**src/rtl/io_reg_pkg.sv**
```systemverilog
// Shared types and constants for the OQI output staging block.
package io_reg_pkg;

   localparam int OQI_W = 18;

   typedef enum logic {
      EMPTY = 1'b0,
      HOLD  = 1'b1
   } oqi_state_t;

   function automatic int ptr_w(input int depth);
      return (depth <= 2) ? 1 : $clog2(depth);
   endfunction

endpackage

```
**src/rtl/io_oqi_fifo.sv**
```systemverilog
// Staging FIFO for io_oqi_stage: storage array, wrapping pointers and an explicit occupancy counter.
module io_oqi_fifo
   import io_reg_pkg::*;
#(
   parameter int DEPTH = 4
)
(
   input  logic             IQC,
   input  logic             QRT,
   input  logic             i_push,
   input  logic [0:OQI_W-1] i_wdata,
   input  logic             i_pop,
   output logic [0:OQI_W-1] o_head,
   output logic [4:0]       o_cnt,
   output logic             o_full
);

   localparam int         PW      = ptr_w(DEPTH);
   localparam logic [4:0] DEPTH_C = 5'(DEPTH);

   logic [0:OQI_W-1] r_mem [DEPTH];
   logic [PW-1:0]    r_wr_ptr;
   logic [PW-1:0]    r_rd_ptr;
   logic [4:0]       r_cnt;

   // Storage carries no reset; occupancy alone decides what is valid.
   always_ff @(posedge IQC) begin
      if (i_push) begin
         r_mem[r_wr_ptr] <= i_wdata;
      end
   end

   always_ff @(posedge IQC or negedge QRT) begin
      if (!QRT) begin
         r_wr_ptr <= '0;
         r_rd_ptr <= '0;
         r_cnt    <= '0;
      end else begin
         if (i_push) begin
            r_wr_ptr <= r_wr_ptr + 1'b1;
         end
         if (i_pop) begin
            r_rd_ptr <= r_rd_ptr + 1'b1;
         end
         case ({i_push, i_pop})
            2'b10:   r_cnt <= r_cnt + 5'd1;
            2'b01:   r_cnt <= r_cnt - 5'd1;
            default: r_cnt <= r_cnt;
         endcase
      end
   end

   assign o_head = r_mem[r_rd_ptr];
   assign o_cnt  = r_cnt;
   assign o_full = (r_cnt == DEPTH_C);

endmodule

```
**src/rtl/io_oqi_stage.sv**
```systemverilog
// OQI output stage: FIFO-buffered words presented on OQI for at least MIN_HOLD cycles per word.
// Optional parity output oqi_par is enabled by defining IO_OQI_PARITY_EN.
module io_oqi_stage
   import io_reg_pkg::*;
#(
   parameter int DEPTH    = 4,
   parameter int MIN_HOLD = 1
)
(
   input  logic             IQC,
   input  logic             QRT,
   input  logic [0:OQI_W-1] in_data,
   input  logic             in_valid,
   output logic             in_ready,
   output logic [0:OQI_W-1] OQI,
   output logic             oqi_valid,
   input  logic             oqi_ack,
   output logic [4:0]       fifo_cnt,
   output logic             ovf
`ifdef IO_OQI_PARITY_EN
  ,output logic             oqi_par
`endif
);

   localparam logic [3:0] HOLD_MAX = 4'(MIN_HOLD);

   oqi_state_t       r_state;
   oqi_state_t       w_state_next;
   logic [3:0]       r_hcnt;
   logic [3:0]       w_hcnt_next;
   logic [0:OQI_W-1] r_oqi;
   logic [0:OQI_W-1] w_head;
   logic             r_valid;
   logic             r_ovf;
   logic             w_valid_next;
   logic             w_push;
   logic             w_pop;
   logic             w_ack_ok;
   logic             w_full;
   logic             w_has_data;
   logic [4:0]       w_cnt;

   // Ready depends only on the registered count, never on oqi_ack.
   assign in_ready   = ~w_full;
   assign w_push     = in_valid & ~w_full;
   assign w_has_data = (w_cnt != 5'd0);
   assign w_ack_ok   = oqi_ack & (r_hcnt >= HOLD_MAX);

   io_oqi_fifo #(
      .DEPTH (DEPTH)
   ) u_fifo (
      .IQC     (IQC),
      .QRT     (QRT),
      .i_push  (w_push),
      .i_wdata (in_data),
      .i_pop   (w_pop),
      .o_head  (w_head),
      .o_cnt   (w_cnt),
      .o_full  (w_full)
   );

   always_ff @(posedge IQC or negedge QRT) begin
      if (!QRT) begin
         r_state <= EMPTY;
      end else begin
         r_state <= w_state_next;
      end
   end

   always_comb begin
      w_state_next = r_state;
      case (r_state)
         EMPTY:   if (w_has_data) w_state_next = HOLD;
         HOLD:    if (w_ack_ok && !w_has_data) w_state_next = EMPTY;
         default: w_state_next = EMPTY;
      endcase
   end

   always_comb begin
      w_pop        = 1'b0;
      w_valid_next = r_valid;
      w_hcnt_next  = r_hcnt;
      case (r_state)
         EMPTY: begin
            if (w_has_data) begin
               w_pop        = 1'b1;
               w_valid_next = 1'b1;
               w_hcnt_next  = 4'd1;
            end
         end
         HOLD: begin
            // An early ack is simply dropped; nothing remembers it.
            if (w_ack_ok) begin
               if (w_has_data) begin
                  w_pop       = 1'b1;
                  w_hcnt_next = 4'd1;
               end else begin
                  w_valid_next = 1'b0;
                  w_hcnt_next  = 4'd0;
               end
            end else if (r_hcnt < HOLD_MAX) begin
               w_hcnt_next = r_hcnt + 4'd1;
            end
         end
         default: ;
      endcase
   end

   always_ff @(posedge IQC or negedge QRT) begin
      if (!QRT) begin
         r_oqi   <= '0;
         r_valid <= 1'b0;
         r_hcnt  <= 4'd0;
         r_ovf   <= 1'b0;
      end else begin
         if (w_pop) begin
            r_oqi <= w_head;
         end
         r_valid <= w_valid_next;
         r_hcnt  <= w_hcnt_next;
         if (in_valid && w_full) begin
            r_ovf <= 1'b1;
         end
      end
   end

`ifdef IO_OQI_PARITY_EN
   logic r_par;

   always_ff @(posedge IQC or negedge QRT) begin
      if (!QRT) begin
         r_par <= 1'b0;
      end else if (w_pop) begin
         r_par <= ^w_head;
      end
   end

   assign oqi_par = r_par;
`endif

   assign OQI       = r_oqi;
   assign oqi_valid = r_valid;
   assign fifo_cnt  = w_cnt;
   assign ovf       = r_ovf;

endmodule

```
**config.mk**
```make
export PLATFORM = sky130hd
export DESIGN_NAME = io_oqi_stage
export DESIGN_NICKNAME = d
export VERILOG_FILES = /design/src/rtl/io_reg_pkg.sv /design/src/rtl/io_oqi_fifo.sv /design/src/rtl/io_oqi_stage.sv
export SDC_FILE = /design/constraint.sdc
export NUM_CORES = 1
export LEC_CHECK = 0
export CORE_AREA = 2 2 93 95
export DETAILED_ROUTE_END_ITERATION = 6
export DIE_AREA = 0 0 95 97
export PLACE_DENSITY = 0.79
export SYNTH_ARGS = -nofsm -noshare
export SYNTH_HDL_FRONTEND = slang
export SYNTH_SLANG_ARGS = --single-unit
```
**constraint.sdc**
```tcl
create_clock -name IQC -period 7.4 [get_ports IQC]
set_input_delay 2.22 -clock IQC [delete_from_list [all_inputs] [get_ports IQC]]
set_output_delay 2.22 -clock IQC [all_outputs]
set_load 0.01 [all_outputs]
```
# After elaboration in Yosys (flattened, before gate mapping)
# Memory sizes are Yosys's and may differ from the RTL's. A register that Yosys moved wholly into a read port is not among the register bits.
# Index checks and enable logic that the tools add are counted.
# W data, S select, Z words.
[word_totals]
ram_bits = 72
rom_bits = 0
output_inout_bits = 26
memories = 1
wordCells = 51
in_bits = 22
latch_bits = 0
ff_bits = 16
[classes]
n_shift = 0
bitwise = 4
n_addsub = 5
mux = 17
n_mul = 0
n_reduce_logical = 8
n_div = 0
n_eq_ne = 7
magnitude_cmp = 2
[memory_table]
columns = ["memory", "depth", "word_bits", "read_ports", "rd_ports_with_merged_regs", "wr", "line", "rtl"]
rows = [
  ["u_fifo.r_mem", 4, 18, 1, 1, 1, "io_oqi_fifo.sv:21", "logic [0:OQI_W-1] r_mem [DEPTH];"],
]
[op_table]
columns = ["op", "n"]
rows = [
  ["$mux W4", 3],
  ["$pmux W5 S2", 1],
  ["$mux W1", 9],
  ["$pmux W4 S2", 1],
  ["$pmux W1 S2", 3],
  ["$add A5 B1 Y5 const B", 1],
  ["$eq A5 B3 Y1 const B", 1],
  ["$reduce_bool A5 Y1", 1],
  ["$sub A5 B1 Y5 const B", 1],
  ["$add A2 B1 Y2 const B", 2],
  ["$add A4 B1 Y4 const B", 1],
  ["$ge A4 B1 Y1 const B", 1],
  ["$lt A4 B1 Y1 const B", 1],
  ["$ne A2 B2 Y1 const B", 2],
  ["$ne A3 B1 Y1 const B", 1],
  ["$reduce_and A3 Y1", 1],
  ["$and A1 B1 Y1", 2],
  ["$eq A2 B1 Y1 const B", 1],
  ["$eq A2 B2 Y1 const B", 1],
  ["$logic_and A1 B1 Y1", 2],
  ["$logic_not A1 Y1", 2],
  ["$ne A2 B1 Y1 const B", 1],
  ["$not A1 Y1", 2],
  ["$reduce_and A2 Y1", 1],
  ["$reduce_bool A2 Y1", 1],
]

# Depth between registers and ports, before layout
# Gate-level depths: netlist of the first run.
[depth]
depth_word = 6
mapped_depth = 15
mapped_depth_nobuf = 13

# Hierarchy
# A second synthesis of the first run with hierarchy kept.
[unflattened]
hier_cells = 309
hier_area_um2 = 4677.0
[modules_own_cells]
columns = ["mod", "cells_per_inst", "instances", "area_per_inst_um2"]
rows = [
  ["io_oqi_fifo", 155, 1, 3221.8],
  ["io_oqi_stage", 154, 1, 1455.1],
]

# Least setup slack after synthesis of the first run
# OpenSTA, ideal clock, no wires.
[synth_timing]
kind = "input to register"
start = "in oqi_ack"
end = "reg u_fifo.r_cnt[4] (netlist: u_fifo.o_cnt[4])"
setup_slack_ns = 3.117
path_stages = 13
arrival_ns = 4.203
t_required_ns = 7.321
path_cell_list = "inv_1 o21ai_2 nand2_4 buf_12 inv_1 ha_1 buf_2 xor2_1 ha_1 a21oi_1 or3b_1 a31oi_1 xor2_1"
[synth_via]
elab_chain_len = 5
word_cells_on_any_way = 7
cone_classes = "eq/ne (2); mux (3); bitwise (1); reduce/logical (1)"
[synth_rtl]
columns = ["element", "line", "rtl"]
rows = [
  ["start, declared", "io_oqi_stage.sv:17", "input logic oqi_ack,"],
  ["$and A1 B1 Y1 (*)", "io_oqi_stage.sv:47", "assign w_ack_ok = oqi_ack & (r_hcnt >= HOLD_MAX);"],
  ["$mux W1 (*)", "io_oqi_stage.sv:93", "if (w_ack_ok) begin"],
  ["$pmux W1 S2 (*)", "io_oqi_stage.sv:83", "case (r_state)"],
  ["$eq A2 B1 Y1 / $eq A2 B2 Y1 (equally long branches)", "io_oqi_fifo.sv:45", "case ({i_push, i_pop})"],
  ["$pmux W5 S2 / $reduce_bool A2 Y1 (equally long branches)", "-", ""],
  ["end signal, assigned", "io_oqi_fifo.sv:46", "2'b10: r_cnt <= r_cnt + 5'd1;"],
  ["end signal, assigned", "io_oqi_fifo.sv:47", "2'b01: r_cnt <= r_cnt - 5'd1;"],
  ["end signal, assigned", "io_oqi_fifo.sv:48", "default: r_cnt <= r_cnt;"],
  ["end, declared", "io_oqi_fifo.sv:24", "logic [4:0] r_cnt;"],
]
# Mark *: on every way between the ends. The rest lies on a longest branch, timed or not.
# A chain may end at the register's enable or synchronous reset.

# Final worst setup path of the first run
# Ends and elaborated chain as after synthesis.

==> results.cfg, run 1 <==
[worst_setup_path]
crit_family = buffers and inverters
crit_chain = clkdlybuf4s50_1 > inv_1 > o21ai_2 > nand2_4 > inv_1 > ha_1 > xor2_1 > ha_1 > a21oi_1 > or3b_1 > a31oi_1 > xor2_1
r2r_start = r_hcnt[0]$_DFFE_PN0P_
critPathKind = primary input to flip-flop
crit_path_end_kind = flip-flop
critPathMaxStageDelay_ns = 0.49
crit_buf_inv = 3
required_ns = 7.69
startpoint_type = primary input
critPathSlowestCell = clkdlybuf4s50_1
critical_path.startpoint = oqi_ack
crit_path_max_fanout = 20
r2r_slack_ns = 4.21
rr_endpoint = u_fifo.o_cnt[4]$_DFFE_PN0P_
critical_path_arrival_ns = 5.03
rr_worst_depth = 13

[die]
die_x_um = 95
core_um2 = 8130
initial_utilization_pct = 54.0
die_area_um2 = 9220
ios = 48
fp-row-count = 33
die_height_um = 97

[route]
first_pass_iters = 5
drc = 0
vias = 2178
dr_wl_met2_um = 3680
vias_per_cell = 5.56
drt_iter0_markers = 118
final_antenna_net_count = 0
met3_length_um = 315
wl_um = 7150
wl_per_cell_um = 18.3
drt-met1-wl_um = 3070
route.top_layer_used = met4

[logic_synthesis]
synth_cells = 233
syn-num-nets = 265
ys_ff_latch = 106
synth-seq-area-share_pct = 68.6
avgSynthCellArea_um2 = 18.8
synth-edff-count = 72
yosysWarnings = 0
synth_top_flop_cell = edfxtp_1
syn_area_um2 = 4390
synthArstFlopShare_pct = 32.1
synth_cell_type_count = 46

[clock_tree]
cts_tree = yes
post_cts_buffers = 0
ctsHoldBuffers = 0
cts_buffers = 9
post_cts_resized = 0
root_buffer = clkbuf_8
clockBufferDepth = 2
clkTransAtPathRegs_ns = 0.10
tritoncts_num_sinks = 106
h-tree-depth = 3
insertion_delay_ns = 0.36

[worst_hold_path]
hold_path_end = ovf$_DFFE_PN0P_
hold_path_depth = 1
holdCritStartpoint = ovf$_DFFE_PN0P_
hold_path_class = flip-flop to flip-flop

[grt]
gr-total-overflow = 0
grtUsageTotal_pct = 16.5
antenna_found_initial = 0
grt_pass1_vias = 2247
grt_pass1_wl_um = 11300
grt_max_degree = 35

[timing]
tightest_slew_ns = 1.02
final_max_slew_viol_count = 0
tns_ns = 0
whs_ns = 0.492
relSlewSlack_pct = 31.8
fin_worst_skew_ns = 0.0169
rsz0062_at_grt = no
fmax_mhz = 211
hold_viol = 0
fin_crit_sh_pct = 64.0
period_needed_ns = 4.74
setup_viol = 0

[power]
pwr-share-comb_pct = 34.7
irDropWorstVdd_mv = 0.161
netSwitchingFraction_pct = 31.3
internal_power_uw = 1340
pwr-share-clk_pct = 16.5
power_switching_uw = 611
pwr_density_cell_nw_per_um2 = 384
leakage_uw = 0.00188
p_seq_share_pct = 48.8

[run_status]
status = finished, final reports clean

[cells_and_area]
nNetsFinal = 314
insertedDiodeCount = 0
syn2layout_area_growth_pct = 15.5
mostFrequentLayoutCell = edfxtp_1
final_cell_mix = 72 x edfxtp_1, 46 x clkdlybuf4s50_1, 34 x dfrtp_1, 16 x mux2_2
drive_gt1_share_pct = 19.2

[job]
cap_violations = 0

[placement]
io_buffers = 47
gp_congestion = 0.801
hpwl_um = 4510
## how the worst max path moves through the flow
stage	end	slack, ns	cells after the start
floorplan	u_fifo.o_cnt[4]$_DFFE_PN0P_	3.12	13
detailed placement	u_fifo.o_cnt[4]$_DFFE_PN0P_	2.28	12
global placement	u_fifo.o_cnt[4]$_DFFE_PN0P_	2.42	12
CTS	u_fifo.o_cnt[4]$_DFFE_PN0P_	2.65	12
global route	u_fifo.o_cnt[4]$_DFFE_PN0P_	2.43	12
finish	u_fifo.o_cnt[4]$_DFFE_PN0P_	2.66	12
## sequential cells by signal, indices dropped and copies added (netlist names)
signal	count
r_hcnt	4
u_fifo.r_mem	72
ovf	1
r_state	1
u_fifo.o_cnt	5
u_fifo.r_wr_ptr	2
OQI	18
u_fifo.r_rd_ptr	2
oqi_valid	1
## area by class of cell
class                   count  area (µm²)
flip-flops and latches    106        3010
repair buffers             48         473
well taps                 105         131
clock buffers              10         128
fillers                   584        3060
clock inverters             6        47.5
inverters                  10        37.5
multi-input cells         107        1240
## power groups by stage
| stage | sequential [µW] | clock, µW | combinational (µW) |
|---|---|---|---|
| after floorplan | 928 | 0 | 476 |
| after global placement | 959 | 0 | 661 |
| after detailed placement | 968 | 0 | 685 |
| after CTS | 955 | 331 | 688 |
| after global routing | 972 | 352 | 738 |
| final | 952 | 322 | 675 |
## stage by stage
step,worst slack [ns],instances,cell area (µm²),power [µW],utilization (%)
3_3_place_gp,2.42,376,4890,1620,60.2
6_report,2.66,392,5070,1950,62.3
5_1_grt,2.43,392,5070,2060,62.3
2_1_floorplan,3.12,233,4390,1400,-
3_5_place_dp,2.28,376,4890,1650,60.2
4_1_cts,2.65,392,5070,1970,62.3
## cells in the mapped netlist (2+ instances only)
master | n | area, µm²
mux4_2 | 10 | 225
nand4_1 | 2 | 12.5
mux2_4 | 4 | 60.1
buf_12 | 2 | 40.0
nor4b_1 | 2 | 17.5
o21ai_2 | 2 | 17.5
xor2_1 | 5 | 43.8
a22oi_1 | 2 | 15.0
nand3_1 | 3 | 15.0
ha_1 | 10 | 125
buf_6 | 3 | 33.8
inv_1 | 10 | 37.5
mux2_2 | 16 | 180
buf_2 | 3 | 15.0
xnor2_1 | 4 | 35.0
edfxtp_1 | 72 | 2160
a21oi_1 | 5 | 25.0
and3_1 | 4 | 25.0
nand2_1 | 2 | 7.51
o211ai_1 | 2 | 15.0
nor2_1 | 3 | 11.3
o21ai_0 | 3 | 15.0
dfrtp_1 | 34 | 851
mux4_1 | 8 | 210
## cells by family after synthesis
family	Yosys count	share of synthesized area (%)
flip-flops	106	68.6
multiplexers	39	15.6
AND/OR/NAND/NOR	29	4.90
AO/OA/AOI/OAI	20	3.08
buffers and inverters	20	3.13
adder cells (fa/ha/maj)	10	2.85
XOR/XNOR	9	1.80
## per-layer routing
| metal | up-vias | GRT usage, % |
|---|---|---|
| li1 | 1003 | - |
| met4 | 0 | 6.02 |
| met1 | 1117 | 21.5 |
| met3 | 9 | 3.19 |
| met2 | 49 | 27.6 |
| met5 | - | 0 |
## worst register-to-register path: stages (launching register included)
cell	delay (ns)
dfrtp_1	0.44
inv_1	0.11
ha_1	0.22
nor4b_2	0.17
o21ai_2	0.26
nand2_4	0.26
inv_1	0.14
ha_1	0.31
xor2_1	0.19
ha_1	0.25
a21oi_1	0.08
or3b_1	0.35
a31oi_1	0.19
xor2_1	0.16
(Power assumes the default switching activity.)
==> run 2: changes to the inputs <==
==> constraint.sdc (replaced) <==
create_clock -name IQC -period 4.86 [get_ports IQC]
set_input_delay 1.458 -clock IQC [delete_from_list [all_inputs] [get_ports IQC]]
set_output_delay 1.458 -clock IQC [all_outputs]
set_load 0.01 [all_outputs]
==> run 2 against run 1 <==
Compared with the run above:
- routed wire length fell by 0.70%
- non-clock buffer count stayed put
- die area unchanged
- clock power increased by 57%
- final cell count unchanged
- final area up 0.22%
- highest routed layer unchanged
- clock skew decreased by 0.0075 ns
- core utilization up 0.14 points
- critical endpoint unchanged
==> results.cfg, run 2 (synthesized netlist as in run 1, its figures left out) <==
[cells_and_area]
layout.cells.non_filler = 392
drive_gt1_share_pct = 19.9
mostFrequentLayoutCell = edfxtp_1
top_register = u_fifo.r_mem
utilization_pct = 62.5
nNetsFinal = 314
syn2layout_area_growth_pct = 15.7
final_cell_mix = 72 x edfxtp_1, 46 x clkdlybuf4s50_1, 34 x dfrtp_1, 16 x mux2_2
insertedDiodeCount = 0
fillerInstances = 585
largest_register_ffs = 72

[route]
wl_um = 7100
drc = 0
final_antenna_net_count = 0
drt_iter0_markers = 79
vias = 2183
vias_per_cell = 5.57
wl_per_cell_um = 18.1
first_pass_iters = 4

[grt]
grtUsageTotal_pct = 17.1
grt_pass1_vias = 2292
gr-total-overflow = 0
antenna_found_initial = 0
grt_pass1_wl_um = 11600
grt_max_degree = 35

[clock_tree]
tritoncts_num_sinks = 106
h-tree-depth = 3
root_buffer = clkbuf_8
cts_tree = yes
insertion_delay_ns = 0.37
clkTransAtPathRegs_ns = 0.10
ctsHoldBuffers = 0
cts_buffers = 9
post_cts_buffers = 0
clockBufferDepth = 2
post_cts_resized = 0

[worst_setup_path]
rr_endpoint = u_fifo.o_cnt[4]$_DFFE_PN0P_
critPathSlowestCell = clkdlybuf4s50_1
r2r_slack_ns = 1.65
cp-endpoint = u_fifo.o_cnt[4]$_DFFE_PN0P_
crit_path_end_kind = flip-flop
crit_chain = clkdlybuf4s50_1 > inv_1 > o21ai_2 > nand2_4 > inv_1 > ha_1 > xor2_1 > ha_1 > a21oi_1 > or3b_1 > a31oi_1 > xor2_1
required_ns = 5.16
startpoint_type = primary input
critical_path.startpoint = oqi_ack
critPathMaxStageDelay_ns = 0.50
r2r_start = r_hcnt[0]$_DFFE_PN0P_
critPathKind = primary input to flip-flop
crit_path_max_fanout = 20
rr_worst_depth = 13
critical_path_arrival_ns = 4.27

[worst_hold_path]
hold_path_depth = 1
hold_path_class = flip-flop to flip-flop

[power]
irDropWorstVdd_mv = 0.294
pwr_density_cell_nw_per_um2 = 586
leakage_uw = 0.00188

[die]
ios = 48
die_x_um = 95
die_height_um = 97
die_area_um2 = 9220
fp-row-count = 33
initial_utilization_pct = 54.0
core_um2 = 8130

[placement]
gp_congestion = 0.803
hpwl_um = 4540
io_buffers = 47
post-place-cells = 376

[timing]
hold_viol = 0
fmax_mhz = 252
relSlewSlack_pct = 31.6
final_max_slew_viol_count = 0
tightest_slew_ns = 1.03
fin_crit_sh_pct = 81.8
rsz0062_at_grt = no
period_needed_ns = 3.97
tns_ns = 0
setup_viol = 0
fin_worst_skew_ns = 0.00944

[run_status]
status = finished, final reports clean

[job]
cap_violations = 0
==> run 2: changes by cell type in the layout (fill, tap and decap cells not counted), sizes merged <==
cell / previous run / this run
inv: 13 / 12
clkinvlp: 0 / 2
clkbuf: 10 / 9
==> run 2: through the flow <==
stage	total power [µW]	hold slack, ns	cell area, µm²	worst slack (ns)
after floorplan	2140	0.513	4390	1.34
after global placement	2470	0.469	4890	0.639
after detailed placement	2520	0.465	4890	0.517
after CTS	3020	0.492	5080	0.900
after global routing	3160	0.506	5080	0.713
final	2980	0.493	5080	0.886
==> run 2: how the worst min path moves through the flow <==
stage                          from               to  slack [ns]
global placement    ovf$_DFFE_PN0P_  ovf$_DFFE_PN0P_        0.47
finish              ovf$_DFFE_PN0P_  ovf$_DFFE_PN0P_        0.49
global route        ovf$_DFFE_PN0P_  ovf$_DFFE_PN0P_        0.51
CTS                 ovf$_DFFE_PN0P_  ovf$_DFFE_PN0P_        0.49
detailed placement  ovf$_DFFE_PN0P_  ovf$_DFFE_PN0P_        0.47
floorplan           ovf$_DFFE_PN0P_  ovf$_DFFE_PN0P_        0.51
==> run 2: where the power goes <==
| part | switching [µW] | internal, µW |
|---|---|---|
| Sequential | 203 | 1250 |
| Clock | 310 | 194 |
| Combinational | 426 | 598 |
| Total | 938 | 2040 |
==> run 2: metal layers <==
| layer | vias up | global-route usage (%) | wire length (µm) | part of all wire (%) |
|---|---|---|---|---|
| li1 | 997 | - | - | - |
| met2 | 46 | 27.9 | 3680 | 52 |
| met1 | 1133 | 21.5 | 3050 | 43 |
| met5 | - | 0 | 0 | 0 |
| met4 | 0 | 4.68 | 83 | 1.2 |
| met3 | 7 | 6.46 | 293 | 4.1 |
==> run 2: cell type report <==
cell class | instances | area, µm² | area share, %
Clock buffer | 9 | 124 | 2.44
Clock inverter | 7 | 62.6 | 1.23
Inverter | 10 | 37.5 | 0.739
Multi-Input combinational cell | 107 | 1240 | 24.4
Sequential cell | 106 | 3010 | 59.3
Tap cell | 105 | 131 | 2.59
Timing Repair Buffer | 48 | 473 | 9.31
==> run 2: worst max-delay path, delay by kind of cell <==
| kind | cells | cell delay, ns |
|---|---|---|
| AO/OA/AOI/OAI | 3 | 0.56 |
| AND/OR/NAND/NOR | 2 | 0.61 |
| buffers and inverters | 3 | 0.74 |
| XOR/XNOR | 2 | 0.35 |
| adder cells (fa/ha/maj) | 2 | 0.55 |
==> run 3: changes to the inputs <==
==> constraint.sdc (replaced) <==
create_clock -name IQC -period 3.75 [get_ports IQC]
set_input_delay 1.125 -clock IQC [delete_from_list [all_inputs] [get_ports IQC]]
set_output_delay 1.125 -clock IQC [all_outputs]
set_load 0.01 [all_outputs]
==> run 3 against run 2 <==
Compared with the run above:
- final cell count grew 1.8%
- clock skew grew 0.0040 ns
- non-clock buffer count grew 7
- sequential share of layout area fell by 0.61 points
- largest cell class unchanged
- highest routed layer unchanged
==> results.cfg, run 3 (synthesized netlist as in run 1, its figures left out) <==
[run_status]
status = finished, final reports clean

[cells_and_area]
syn2layout_area_growth_pct = 16.9
mostFrequentLayoutCell = edfxtp_1
fillerInstances = 588
drive_gt1_share_pct = 21.8
regArea_um2 = 3010
largest_register_ffs = 72
top_register = u_fifo.r_mem
utilization_pct = 63.1
final_cell_mix = 72 x edfxtp_1, 46 x clkdlybuf4s50_1, 34 x dfrtp_1, 16 x mux2_2
multi_input_area_um2 = 1240
insertedDiodeCount = 0
nNetsFinal = 321

[clock_tree]
cts_buffers = 9
ctsHoldBuffers = 0
h-tree-depth = 3
root_buffer = clkbuf_8
post_cts_buffers = 0
clockBufferDepth = 2
insertion_delay_ns = 0.37
post_cts_resized = 0
cts_tree = yes
clkTransAtPathRegs_ns = 0.10
tritoncts_num_sinks = 106

[timing]
fin_worst_skew_ns = 0.0134
relSlewSlack_pct = 40.0
whs_ns = 0.486
worst_slack_ns = 0.640
period_needed_ns = 3.11
tns_ns = 0
fmax_mhz = 322
hold_viol = 0
fin_crit_sh_pct = 82.9
setup_viol = 0
final_max_slew_viol_count = 0
rsz0062_at_grt = no
tightest_slew_ns = 0.900

[power]
pwr_density_cell_nw_per_um2 = 753
irDropWorstVdd_mv = 0.389
leakage_uw = 0.00191

[placement]
hpwl_um = 4410
gp_congestion = 0.753
io_buffers = 47
dp_slack_ns = 0.265

[worst_setup_path]
crit_chain = clkdlybuf4s50_1 > inv_1 > o21ai_2 > nand2_4 > inv_1 > ha_1 > xor2_1 > ha_1 > a21oi_1 > or3b_1 > a31oi_1 > xor2_1
crit_path_max_fanout = 4
critical_path_arrival_ns = 3.41
required_ns = 4.05
crit_family = buffers and inverters
startpoint_type = primary input
critPathMaxStageDelay_ns = 0.49
crit_path_end_kind = flip-flop
crit_buf_inv = 3
critPathKind = primary input to flip-flop
critPathSlowestCell = clkdlybuf4s50_1

[grt]
grtUsageTotal_pct = 16.6
gr-total-overflow = 0
met1_usage_pct = 20.9
antenna_found_initial = 0
grt_use_met3_pct = 5.22
grt.busiest_layer = met2
grt_pass1_vias = 2290
grt_max_degree = 35
gr-usage-met2_pct = 26.8
grt_pass1_wl_um = 11400

[route]
drt_iter0_markers = 97
wl_per_cell_um = 17.5
final_antenna_net_count = 0
first_pass_iters = 4
drc = 0
wl_um = 7000
vias = 2235
vias_per_cell = 5.60

[die]
fp-row-count = 33
die_x_um = 95
core_um2 = 8130
die_area_um2 = 9220
die_height_um = 97
ios = 48
initial_utilization_pct = 54.0

[job]
cap_violations = 0

[worst_hold_path]
hold_path_class = flip-flop to flip-flop
-- run 3: layer usage --
metal / part of all wire (%) / vias up
met5: 0 / -
met4: 1.1 / 0
met3: 4.9 / 6
met2: 51 / 55
met1: 43 / 1161
li1: - / 1013
-- run 3: area by class of cell --
cell class,count,share of cell area (%)
Multi-Input combinational cell,107,24.2
Clock inverter,7,1.22
Clock buffer,9,2.41
Inverter,10,0.731
Tap cell,105,2.56
Sequential cell,106,58.7
Timing Repair Buffer,55,10.2
-- run 3: final timing paths --
path | from | to | slack, ns | cells past startpoint
max | oqi_ack | u_fifo.o_cnt[4]$_DFFE_PN0P_ | 0.64 | 12
min | ovf$_DFFE_PN0P_ | ovf$_DFFE_PN0P_ | 0.49 | 1
max reg2reg | r_hcnt[0]$_DFFE_PN0P_ | u_fifo.o_cnt[4]$_DFFE_PN0P_ | 1.09 | 13
min reg2reg | ovf$_DFFE_PN0P_ | ovf$_DFFE_PN0P_ | 0.49 | 1
max in group asynchronous | QRT | u_fifo.r_rd_ptr[0]$_DFFE_PN0N_ | 2.40 | 1
min in group asynchronous | QRT | u_fifo.o_cnt[0]$_DFFE_PN0P_ | 0.83 | 1
-- run 3: power breakdown --
group / internal [µW] / leakage [µW] / switching (µW)
Combinational: 801 / 0.000768 / 537
Sequential: 1610 / 0.00106 / 279
Clock: 251 / 0.0000890 / 389
Total: 2660 / 0.00191 / 1200
-- run 3: stage by stage --
| step | area, µm² | std cells | total power (µW) |
|---|---|---|---|
| floorplan | 4390 | 233 | 2770 |
| global placement | 4950 | 383 | 3220 |
| detailed placement | 4950 | 383 | 3270 |
| CTS | 5130 | 399 | 3920 |
| global route | 5130 | 399 | 4090 |
| finish | 5130 | 399 | 3870 |
-- run 3: worst reg2reg max path, cell delays in order (launching register included) --
cell and delay, ns:
dfrtp_1 0.45, inv_1 0.11, ha_1 0.21, nor4b_2 0.16
o21ai_2 0.19, nand2_4 0.07, inv_1 0.08, ha_1 0.18
xor2_1 0.15, ha_1 0.23, a21oi_1 0.08, or3b_1 0.35
a31oi_1 0.20, xor2_1 0.15
